`config.mk`:
```
export PLATFORM = sky130hd
export DESIGN_NAME = bitslice_pwr_ctrl
export DESIGN_NICKNAME = d
export VERILOG_FILES = /design/src/rtl/bitslice_pwr_pkg.sv /design/src/rtl/bitslice_pwr_timer.sv /design/src/rtl/bitslice_pwr_ctrl.sv
export SDC_FILE = /design/constraint.sdc
export NUM_CORES = 1
export LEC_CHECK = 0
export ABC_AREA = 1
export BUFFER_PORTS_ARGS = -buffer_cell sky130_fd_sc_hd__buf_4
export CORE_UTILIZATION = 50
export CTS_CLUSTER_DIAMETER = 100
export DETAILED_ROUTE_END_ITERATION = 7
export PLACE_DENSITY = 0.78
export SYNTH_ARGS = -nofsm -noshare
export SYNTH_HDL_FRONTEND = slang
export SYNTH_SLANG_ARGS = --single-unit
export TNS_END_PERCENT = 5
```
`constraint.sdc`:
```
create_clock -name hclk -period 1.7 [get_ports hclk]
set_input_delay 0.255 -clock hclk [delete_from_list [all_inputs] [get_ports hclk]]
set_output_delay 0.255 -clock hclk [all_outputs]
set_load 0.05 [all_outputs]
```
`src/rtl/bitslice_pwr_pkg.sv`:
```
// bitslice_pwr_pkg
// Shared definitions for the bit_slice power-sequence controller:
//   - pwr_state_e : 4-bit FSM state encoding, also exported on the pwr_state port
//   - TMR_W       : width of the shared dwell/timeout down-counter
//   - *_DEFAULT   : default values for the controller parameters
//   - dwell_to_load() : converts a dwell length in cycles into a timer load value
// Optional build macro used by the controller: BITSLICE_PWR_STAGGER_EN.
package bitslice_pwr_pkg;

  localparam int unsigned TMR_W = 8;

  localparam int unsigned N_DOM_DEFAULT       = 2;
  localparam int unsigned ISO_SETUP_DEFAULT   = 2;
  localparam int unsigned RET_HOLD_DEFAULT    = 2;
  localparam int unsigned ACK_TIMEOUT_DEFAULT = 255;

  typedef enum logic [3:0] {
    PWR_ON      = 4'd0,
    PWR_DRAIN   = 4'd1,
    PWR_ISO     = 4'd2,
    PWR_SAVE    = 4'd3,
    PWR_MSLP    = 4'd4,
    PWR_PGOFF   = 4'd5,
    PWR_OFF     = 4'd6,
    PWR_PGON    = 4'd7,
    PWR_MWAKE   = 4'd8,
    PWR_RESTORE = 4'd9,
    PWR_DEISO   = 4'd10,
    PWR_ERR     = 4'd11
  } pwr_state_e;

  // The timer flags expiry when it reaches zero, and a state only reacts to
  // expiry on the cycle it sees it, so a dwell of N cycles needs a load of N-1.
  // A zero-length dwell is treated as the minimum dwell of one cycle.
  function automatic logic [TMR_W-1:0] dwell_to_load(input int unsigned cycles);
    logic [TMR_W-1:0] val;
    if (cycles == 0) begin
      val = '0;
    end else begin
      val = TMR_W'(cycles - 1);
    end
    return val;
  endfunction

endpackage

```
`src/rtl/bitslice_pwr_timer.sv`:
```
// bitslice_pwr_timer
// Loadable down-counter shared by every timed state of the power controller
// (isolation setup, retention hold and ack timeouts).
// Ports:
//   clk_i      in   1  clock, rising edge
//   reset_i    in   1  synchronous reset, active-high (counter cleared)
//   load_i     in   1  load value_i this cycle (has priority over counting)
//   value_i    in   W  value to load
//   expired_o  out  1  counter has reached zero
module bitslice_pwr_timer
  import bitslice_pwr_pkg::*;
#(
  parameter int unsigned W = TMR_W
) (
  input  logic         clk_i,
  input  logic         reset_i,
  input  logic         load_i,
  input  logic [W-1:0] value_i,
  output logic         expired_o
);

  logic [W-1:0] cnt_q;
  logic [W-1:0] cnt_d;

  // Load wins over counting; otherwise count down and park at zero so the
  // expired flag stays up until the next load.
  always_comb begin
    cnt_d = cnt_q;
    if (load_i) begin
      cnt_d = value_i;
    end else if (cnt_q != '0) begin
      cnt_d = cnt_q - W'(1);
    end
  end

  // Counter register.
  always_ff @(posedge clk_i) begin
    if (reset_i) begin
      cnt_q <= '0;
    end else begin
      cnt_q <= cnt_d;
    end
  end

  assign expired_o = (cnt_q == '0);

endmodule

```
`src/rtl/bitslice_pwr_ctrl.sv`:
```
// bitslice_pwr_ctrl
// Power-sequence controller for the bit_slice datapath. A single pd_req pulse
// runs drain -> isolate -> retain -> memory sleep -> switch off; a single pu_req
// pulse runs the reverse. Any ack wait that runs too long parks the FSM in ERR
// with all outputs frozen until err_clr.
// Ports:
//   hclk               in   1      clock, rising edge
//   reset              in   1      synchronous reset, active-high (state ON, outputs 0)
//   pd_req             in   1      power-down request pulse (taken only in ON)
//   pu_req             in   1      power-up request pulse (taken only in OFF)
//   err_clr            in   1      leaves ERR
//   data_valid         in   1      datapath busy; power-down waits in DRAIN while high
//   PG_ack_signals     in   N_DOM  1 = domain i confirmed off
//   memory_ack         in   1      1 = memories confirmed asleep
//   shut_down_signals  out  N_DOM  1 = switch domain i off
//   isolation_signals  out  N_DOM  1 = clamp outputs of domain i
//   retention_signals  out  N_DOM  1 = retention registers hold state
//   memory_sleep       out  1      1 = request memory sleep
//   pwr_state          out  4      current state (pwr_state_e encoding)
//   busy               out  1      state is neither ON nor OFF
//   err_timeout        out  1      high while in ERR
// Build option BITSLICE_PWR_STAGGER_EN: when defined, domains are switched off
// one at a time from index 0 upward, each waiting for its own PG_ack bit with
// its own timeout, and switched on again from index N_DOM-1 downward. When not
// defined, all domains switch together with one shared ack wait.
module bitslice_pwr_ctrl
  import bitslice_pwr_pkg::*;
#(
  parameter int unsigned N_DOM       = N_DOM_DEFAULT,
  parameter int unsigned ISO_SETUP   = ISO_SETUP_DEFAULT,
  parameter int unsigned RET_HOLD    = RET_HOLD_DEFAULT,
  parameter int unsigned ACK_TIMEOUT = ACK_TIMEOUT_DEFAULT
) (
  input  logic             hclk,
  input  logic             reset,
  input  logic             pd_req,
  input  logic             pu_req,
  input  logic             err_clr,
  input  logic             data_valid,
  input  logic [N_DOM-1:0] PG_ack_signals,
  input  logic             memory_ack,
  output logic [N_DOM-1:0] shut_down_signals,
  output logic [N_DOM-1:0] isolation_signals,
  output logic [N_DOM-1:0] retention_signals,
  output logic             memory_sleep,
  output logic [3:0]       pwr_state,
  output logic             busy,
  output logic             err_timeout
);

  localparam logic [N_DOM-1:0] ALL_ON  = '1;
  localparam logic [N_DOM-1:0] ALL_OFF = '0;

  localparam logic [TMR_W-1:0] ISO_LOAD = dwell_to_load(ISO_SETUP);
  localparam logic [TMR_W-1:0] RET_LOAD = dwell_to_load(RET_HOLD);
  localparam logic [TMR_W-1:0] ACK_LOAD = dwell_to_load(ACK_TIMEOUT);

`ifdef BITSLICE_PWR_STAGGER_EN
  localparam int unsigned      IDX_W    = (N_DOM > 1) ? $clog2(N_DOM) : 1;
  localparam logic [IDX_W-1:0] LAST_IDX = IDX_W'(N_DOM - 1);

  logic [IDX_W-1:0] idx_q;
  logic [IDX_W-1:0] idx_d;
`endif

  pwr_state_e       state_q;
  pwr_state_e       state_d;
  logic [N_DOM-1:0] sd_q;
  logic [N_DOM-1:0] sd_d;
  logic [N_DOM-1:0] iso_q;
  logic [N_DOM-1:0] iso_d;
  logic [N_DOM-1:0] ret_q;
  logic [N_DOM-1:0] ret_d;
  logic             msl_q;
  logic             msl_d;

  logic             step_load;
  logic             tmr_load;
  logic [TMR_W-1:0] tmr_value;
  logic             tmr_expired;

  bitslice_pwr_timer #(
    .W (TMR_W)
  ) u_timer (
    .clk_i     (hclk),
    .reset_i   (reset),
    .load_i    (tmr_load),
    .value_i   (tmr_value),
    .expired_o (tmr_expired)
  );

  // Next-state and next-output logic. Each output register only changes on
  // the transition into the state that owns it, so levels carry over through
  // later states. ERR simply holds everything. On leaving ERR the outputs are
  // forced to the canonical levels of the destination (all 0 for ON, fully
  // powered-down for OFF) so ON/OFF always present a consistent picture.
  always_comb begin
    state_d   = state_q;
    sd_d      = sd_q;
    iso_d     = iso_q;
    ret_d     = ret_q;
    msl_d     = msl_q;
    step_load = 1'b0;
`ifdef BITSLICE_PWR_STAGGER_EN
    idx_d     = idx_q;
`endif

    case (state_q)
      PWR_ON: begin
        if (pd_req) begin
          state_d = PWR_DRAIN;
        end
      end

      PWR_DRAIN: begin
        if (!data_valid) begin
          state_d = PWR_ISO;
          iso_d   = ALL_ON;
        end
      end

      PWR_ISO: begin
        if (tmr_expired) begin
          state_d = PWR_SAVE;
          ret_d   = ALL_ON;
        end
      end

      PWR_SAVE: begin
        state_d = PWR_MSLP;
        msl_d   = 1'b1;
      end

      PWR_MSLP: begin
        if (memory_ack) begin
          state_d = PWR_PGOFF;
`ifdef BITSLICE_PWR_STAGGER_EN
          sd_d[0] = 1'b1;
          idx_d   = '0;
`else
          sd_d    = ALL_ON;
`endif
        end else if (tmr_expired) begin
          state_d = PWR_ERR;
        end
      end

      PWR_PGOFF: begin
`ifdef BITSLICE_PWR_STAGGER_EN
        // Walk upward one domain per ack; each step reloads the timeout.
        if (PG_ack_signals[idx_q]) begin
          if (idx_q == LAST_IDX) begin
            state_d = PWR_OFF;
          end else begin
            idx_d                          = idx_q + IDX_W'(1);
            sd_d[idx_q + IDX_W'(1)] = 1'b1;
            step_load                      = 1'b1;
          end
        end else if (tmr_expired) begin
          state_d = PWR_ERR;
        end
`else
        if (PG_ack_signals == ALL_ON) begin
          state_d = PWR_OFF;
        end else if (tmr_expired) begin
          state_d = PWR_ERR;
        end
`endif
      end

      PWR_OFF: begin
        if (pu_req) begin
          state_d = PWR_PGON;
`ifdef BITSLICE_PWR_STAGGER_EN
          sd_d[N_DOM-1] = 1'b0;
          idx_d         = LAST_IDX;
`else
          sd_d          = ALL_OFF;
`endif
        end
      end

      PWR_PGON: begin
`ifdef BITSLICE_PWR_STAGGER_EN
        // Walk downward one domain per released ack.
        if (!PG_ack_signals[idx_q]) begin
          if (idx_q == '0) begin
            state_d = PWR_MWAKE;
            msl_d   = 1'b0;
          end else begin
            idx_d                          = idx_q - IDX_W'(1);
            sd_d[idx_q - IDX_W'(1)] = 1'b0;
            step_load                      = 1'b1;
          end
        end else if (tmr_expired) begin
          state_d = PWR_ERR;
        end
`else
        if (PG_ack_signals == ALL_OFF) begin
          state_d = PWR_MWAKE;
          msl_d   = 1'b0;
        end else if (tmr_expired) begin
          state_d = PWR_ERR;
        end
`endif
      end

      PWR_MWAKE: begin
        if (!memory_ack) begin
          state_d = PWR_RESTORE;
          ret_d   = ALL_OFF;
        end else if (tmr_expired) begin
          state_d = PWR_ERR;
        end
      end

      PWR_RESTORE: begin
        if (tmr_expired) begin
          state_d = PWR_DEISO;
          iso_d   = ALL_OFF;
        end
      end

      PWR_DEISO: begin
        state_d = PWR_ON;
      end

      PWR_ERR: begin
        if (err_clr) begin
          if (PG_ack_signals == ALL_ON) begin
            state_d = PWR_OFF;
            sd_d    = ALL_ON;
            iso_d   = ALL_ON;
            ret_d   = ALL_ON;
            msl_d   = 1'b1;
          end else begin
            state_d = PWR_ON;
            sd_d    = ALL_OFF;
            iso_d   = ALL_OFF;
            ret_d   = ALL_OFF;
            msl_d   = 1'b0;
          end
        end
      end

      default: begin
        state_d = PWR_ON;
        sd_d    = ALL_OFF;
        iso_d   = ALL_OFF;
        ret_d   = ALL_OFF;
        msl_d   = 1'b0;
      end
    endcase

    // The timer reloads on every state entry (and on every staggered domain
    // step) with the dwell or timeout belonging to the state being entered.
    tmr_load = (state_d != state_q) || step_load;
    case (state_d)
      PWR_ISO:     tmr_value = ISO_LOAD;
      PWR_RESTORE: tmr_value = RET_LOAD;
      default:     tmr_value = ACK_LOAD;
    endcase
  end

  // State and output registers; reset aborts any sequence in flight.
  always_ff @(posedge hclk) begin
    if (reset) begin
      state_q <= PWR_ON;
      sd_q    <= ALL_OFF;
      iso_q   <= ALL_OFF;
      ret_q   <= ALL_OFF;
      msl_q   <= 1'b0;
    end else begin
      state_q <= state_d;
      sd_q    <= sd_d;
      iso_q   <= iso_d;
      ret_q   <= ret_d;
      msl_q   <= msl_d;
    end
  end

`ifdef BITSLICE_PWR_STAGGER_EN
  // Domain pointer used while walking domains one at a time.
  always_ff @(posedge hclk) begin
    if (reset) begin
      idx_q <= '0;
    end else begin
      idx_q <= idx_d;
    end
  end
`endif

  assign shut_down_signals = sd_q;
  assign isolation_signals = iso_q;
  assign retention_signals = ret_q;
  assign memory_sleep      = msl_q;
  assign pwr_state         = state_q;
  assign busy              = (state_q != PWR_ON) && (state_q != PWR_OFF);
  assign err_timeout       = (state_q == PWR_ERR);

endmodule
```
# Yosys cells after proc, flatten, opt, wreduce, memory -nomap -nowiden
# Cells that the tools add are included.
# totals
register_bits	19
latch_bits	0
ramBits	0
rom_bits	0
out_inout_bits	13
mem_count	0
# classes
addsub	1
mul	0
div	0
n_lt_le_gt_ge	0
n_eq_ne	24
shift	0
muxes	31
bitwise	4
reduce_logical	16
# ops
op	n
4-bit 2-to-1 mux	11
4-bit case mux with 11 select lines	1
9-bit OR reduction	4
8-bit 2-to-1 mux	3
2-bit case mux with 4 select lines	3
4-bit == test (second input constant)	5
4-bit by 3-bit == test with 1-bit output (second input constant)	4
2-bit 2-to-1 mux	8
2-bit inequality test (second input constant)	8
4-bit by 2-bit == test with 1-bit output (second input constant)	3
4-bit AND reduction	3
8-bit zero test	1
8-bit nonzero test	1
8-bit by 1-bit subtractor with 8-bit output (second input constant)	1
4-bit by 1-bit == test with 1-bit output (second input constant)	1
4-bit zero test	1
4-bit by 3-bit inequality test with 1-bit output (second input constant)	1
4-bit inequality test	1
1-bit NOT	4
1-bit case mux with 4 select lines	1
4-bit nonzero test	1
1-bit 2-to-1 mux	3
3-bit 2-to-1 mux	1
3-bit AND reduction	1
5 further kinds	5

# Longest topological paths before layout
# depth
depth_word	8
depth_mapped	17
ltp_nobuf	16

# Hierarchy
# From an unflattened synthesis, not the netlist that was laid out.
# hier_totals
hier_cells	249
area_unflattened_um2	1596.5
# modules_own_cells
module	n_inst	cells_per_inst	area_per_inst_um2	seq_area_each_um2
bitslice_pwr_ctrl	1	179	1123.6	160.2
bitslice_pwr_timer	1	70	473.0	160.2

# Worst setup path before layout
# OpenSTA, ideal clock, no wires.
# synth_timing
path_kind	reg2reg
from	register state_q[0] (netlist: pwr_state[0])
to	register u_timer.cnt_q[1]
setup_ns	0.119
t_arrival_ns	2.333
path_slack_ns	-0.751
path_stages_with_launch	15
n_path_buf	1
cell_sequence	dfxtp_1 buf_4 nand2_2 nor2_4 nand2_2 nand3_2 nor2_2 nand3_1 nand2_2 nor2_8 nand2_4 nand2_4 nand2_4 nor2_2 nor2_2
# synth_rtl
item	line_no	source
from (decl)	bitslice_pwr_ctrl.sv:66	pwr_state_e state_q;
from (signal assigned)	bitslice_pwr_ctrl.sv:274	state_q <= state_d;
4-bit == test (*)	--	
named net err_timeout	bitslice_pwr_ctrl.sv:48	output logic err_timeout
4-bit case mux with 11 select lines (*)	bitslice_pwr_ctrl.sv:108	case (state_q)
4-bit == test or 4-bit by 2-bit == test with 1-bit output (tied branches)	bitslice_pwr_ctrl.sv:258	case (state_d)
2-bit OR reduction (no source line)	--	
8-bit 2-to-1 mux	bitslice_pwr_ctrl.sv:258	
8-bit 2-to-1 mux	bitslice_pwr_timer.sv:29	if (load_i) begin
to (signal assigned)	bitslice_pwr_timer.sv:41	cnt_q <= cnt_d;
to (decl)	bitslice_pwr_timer.sv:22	logic [W-1:0] cnt_q;
# The timed path passes the listed nets; every way through them passes the cells marked *.
# A chain may end at the register's enable or synchronous reset.

# Worst setup path after layout
# layout_timing
from	register state_q[1] (netlist: pwr_state[1])
to	register u_timer.cnt_q[4]
# layout_between
elab_chain_len	7
# layout_lines
item	line_no
4-bit 2-to-1 mux	--
4-bit 2-to-1 mux, on equally long branches	--
4-bit case mux with 11 select lines	bitslice_pwr_ctrl.sv:108
4-bit == test or 4-bit by 2-bit == test with 1-bit output (tied branches)	bitslice_pwr_ctrl.sv:258
2-bit OR reduction (no source line)	--
8-bit 2-to-1 mux	bitslice_pwr_ctrl.sv:258
8-bit 2-to-1 mux	bitslice_pwr_timer.sv:29
# Several ways; a longest one is shown, not always the timed one.

==> results.json <==
{
  "ys_ff_latch": 16,
  "portBuffers": 21,
  "tritoncts": "yes",
  "coreArea_um2": 2734,
  "drc_errors": 0,
  "comb_power_share": 0.620,
  "grt_max_degree": 10,
  "die_w_um": 55.72,
  "start_kind": "flip-flop",
  "relSlewSlack": 0.7275,
  "reg2reg_slack_ns": -0.31,
  "ir_drop_mv": 0.8975,
  "syn-num-nets": 234,
  "cpPeakStageDelay_ns": 0.39,
  "fin_crit_sh": 1.185,
  "fillers": 172,
  "vias_per_cell": 5.475,
  "cts-root-buf": "clkbuf_4",
  "reg2reg_depth": 12,
  "r2r_end": "u_timer.cnt_q[4]",
  "synth.avg_cell_area_um2": 6.440,
  "yosysWarnings": 0,
  "die_h_um": 55.72,
  "p_clk_frac": 0.115,
  "setup_tns_ns": -2.158,
  "hold_path_end": "pwr_state[3]",
  "powerDensity_nw_per_um2": 838.3,
  "hold_depth": 2,
  "final.min_clock_period_ns": 2.014,
  "synth_cell_types": 32,
  "vias": 1785,
  "drtAntennaViolNets": 0,
  "avgRoutedWirePerCell_um": 14.89,
  "setup_viol": 9,
  "path_clk_slew_ns": 0.10,
  "power_mw": 1.874,
  "net-switching-power_uw": 847.1,
  "max_freq_mhz": 496.5,
  "drive_above_1_share": 0.5322,
  "p_int_mw": 1.027,
  "track_usage": 0.2745,
  "worstPathRequired_ns": 1.93,
  "crit_type": "reg -> reg",
  "syn_inst": 224,
  "grt_pass1_vias": 1562,
  "rows": 19,
  "start_util": 0.5277,
  "power_frac_seq": 0.266,
  "wl_um": 4853,
  "syn-cell-area_um2": 1443,
  "maxCapViolations": 0,
  "cp_slowest_cell": "dfxtp_4",
  "antenna_cells": 0,
  "violations": "setup timing",
  "status": "complete, but fails checks",
  "routabilityCongestion": 0.9550,
  "postCtsHoldBufs": 0,
  "drt_pass1_iterations": 4,
  "rsz0062_at_grt": "true",
  "clock_path_buffers": 2,
  "path_cells": "nor2_4 > nand3_1 > nand2_1 > o21ai_2 > nand2_2 > inv_1 > nand2_1 > nor2_1 > nor2_4 > nand2_8 > buf_4 > a21oi_2",
  "cellLeakagePower_nw": 1.186,
  "min_from": "reset",
  "seq_area_frac_synth": 0.2220,
  "skew_ns": 0.001048,
  "area_growth_pct": 54.99,
  "cp.arrival_ns": 2.25,
  "first_iter_violations": 94,
  "htreeDepth": 1,
  "crit_path_end_kind": "flip-flop",
  "grt_remaining_overflow": 0,
  "clock_latency_ns": 0.29,
  "netSwitchingFraction": 0.4519,
  "crit_fanout": 7,
  "floorplan.die_area_um2": 3104,
  "hold_viol": 0,
  "grt_pass1_wl_um": 6727,
  "io_pins": 22,
  "min-delay-path-class": "in -> reg",
  "dp_hpwl_um": 3146,
  "setup_ws_ns": -0.3142,
  "nets": 306,
  "worst_slew_pin_slew_ns": 0.4044,
  "critical_path_buf_inv_count": 2,
  "reg2reg_from": "pwr_state[1]",
  "maxSlewViolCount": 0,
  "critPathTopFamily": "simple AND/OR/NAND/NOR gates",
  "cts_sinks": 16,
  "cts_buffers": 3,
  "antenna_found_initial": 0
}
-- layer usage --
metal / vias up / share of wire / wire length [um] / GRT usage
li1: 847 / - / - / -
met1: 829 / 0.38 / 1828 / 0.3333
met2: 86 / 0.52 / 2528 / 0.4905
met3: 23 / 0.055 / 265 / 0.03488
met4: 0 / 0.048 / 231 / 0.1036
met5: - / 0 / 0 / 0
-- flip-flops by register name (all words and copies together), names as in the netlist --
signal and flops:
isolation_signals 1, u_timer.cnt_q 8, shut_down_signals 1, memory_sleep 1, pwr_state 4, retention_signals 1
-- cell type report --
class	instances	area, um2	share of cell area
multi-input combinational	170	1136	0.5081
timing repair buffer	74	579.3	0.2591
sequential	16	336.6	0.1505
inverter	31	118.9	0.05316
tap	31	38.79	0.01735
clock buffer	3	22.52	0.01007
clock inverter	1	3.754	0.001679
-- power by group through the flow --
stage	clock network [mW]	registers (mW)	logic, mW
2_1_floorplan	0	0.547	0.619
3_3_place_gp	0	0.501	0.973
3_5_place_dp	0	0.505	0.985
4_1_cts	0.217	0.497	1.01
5_1_grt	0.232	0.507	1.25
6_report	0.215	0.498	1.16
-- cell usage after synthesis (all sizes together) --
cell | count | area share
nor3 | 4 | 0.017
xnor2 | 4 | 0.024
nand3 | 22 | 0.099
nand4 | 3 | 0.013
nor2 | 46 | 0.17
a31oi | 3 | 0.013
nand2 | 67 | 0.23
buf | 7 | 0.039
or3 | 1 | 0.0043
a21oi | 5 | 0.020
a22oi | 1 | 0.0052
inv | 31 | 0.081
ha | 1 | 0.0087
nor4 | 1 | 0.0043
xor2 | 2 | 0.012
o21ai | 9 | 0.036
o22ai | 1 | 0.0043
dfxtp | 16 | 0.22
-- worst register-to-register path, stage by stage (launching register included) --
cell,delay [ns]
dfxtp_4,0.39
nor2_4,0.28
nand3_1,0.20
nand2_1,0.18
o21ai_2,0.09
nand2_2,0.10
inv_1,0.07
nand2_1,0.07
nor2_1,0.07
nor2_4,0.13
nand2_8,0.09
buf_4,0.14
a21oi_2,0.13
-- through the flow --
stage / std cells / utilization / cell area [um2] / hold slack, ns / worst slack [ns]
detailed placement: 312 / 0.7034 / 1923 / 0.4761 / -0.2487
floorplan: 224 / - / 1464 / 0.4666 / -0.3799
global route: 326 / 0.8178 / 2236 / 0.1588 / -0.4064
global placement: 312 / 0.7034 / 1923 / 0.4741 / -0.1721
finish: 326 / 0.8178 / 2236 / 0.1648 / -0.3142
CTS: 320 / 0.7373 / 2016 / 0.1570 / -0.2017
-- how the worst max path moves through the flow --
| stage | start | end | slack, ns | cells past startpoint |
|---|---|---|---|---|
| 3_5_place_dp | pwr_state[2] | u_timer.cnt_q[2] | -0.25 | 14 |
| 5_1_grt | pwr_state[1] | u_timer.cnt_q[4] | -0.41 | 12 |
| 4_1_cts | pwr_state[2] | u_timer.cnt_q[1] | -0.20 | 14 |
| 2_1_floorplan | pwr_state[3] | u_timer.cnt_q[1] | -0.38 | 14 |
| 6_report | pwr_state[1] | u_timer.cnt_q[4] | -0.31 | 12 |
| 3_3_place_gp | pwr_state[2] | u_timer.cnt_q[5] | -0.17 | 15 |
-- repair_timing --
| item | 4_1_cts | 5_1_grt |
|---|---|---|
| pin swaps | 4 | 27 |
| endpoints found under the setup margin | 10 | 12 |
| gates resized for setup | 6 | 46 |
| buffers inserted | 4 | 6 |
-- cell families (layout without fill, tap and decap cells) --
kind of cell	after synthesis	in the layout	synth area share
AND/OR/NAND/NOR	144	144	0.5343
buffers and inverters	38	109	0.1197
AO/OA/AOI/OAI	19	19	0.07893
flip-flops	16	16	0.2220
XOR/XNOR	6	6	0.03643
adder cells (fa/ha/maj)	1	1	0.008672
-- cells in the final DEF, fill, tap and decap left out, types with 3 or more instances in the layout --
master,count
nand2_2,16
inv_2,7
nand3_2,7
inv_1,23
buf_6,3
xnor2_1,4
nand2_4,8
nand4_1,3
dfxtp_4,4
nor2_2,11
a21oi_2,3
nand3_1,13
nor2_1,23
dfxtp_1,11
nand2_1,40
a31oi_1,3
buf_4,70
nor2_4,11
clkbuf_4,3
nand2_8,3
nor3_1,3
o21ai_0,5
Power figures use the tool's default switching activity.
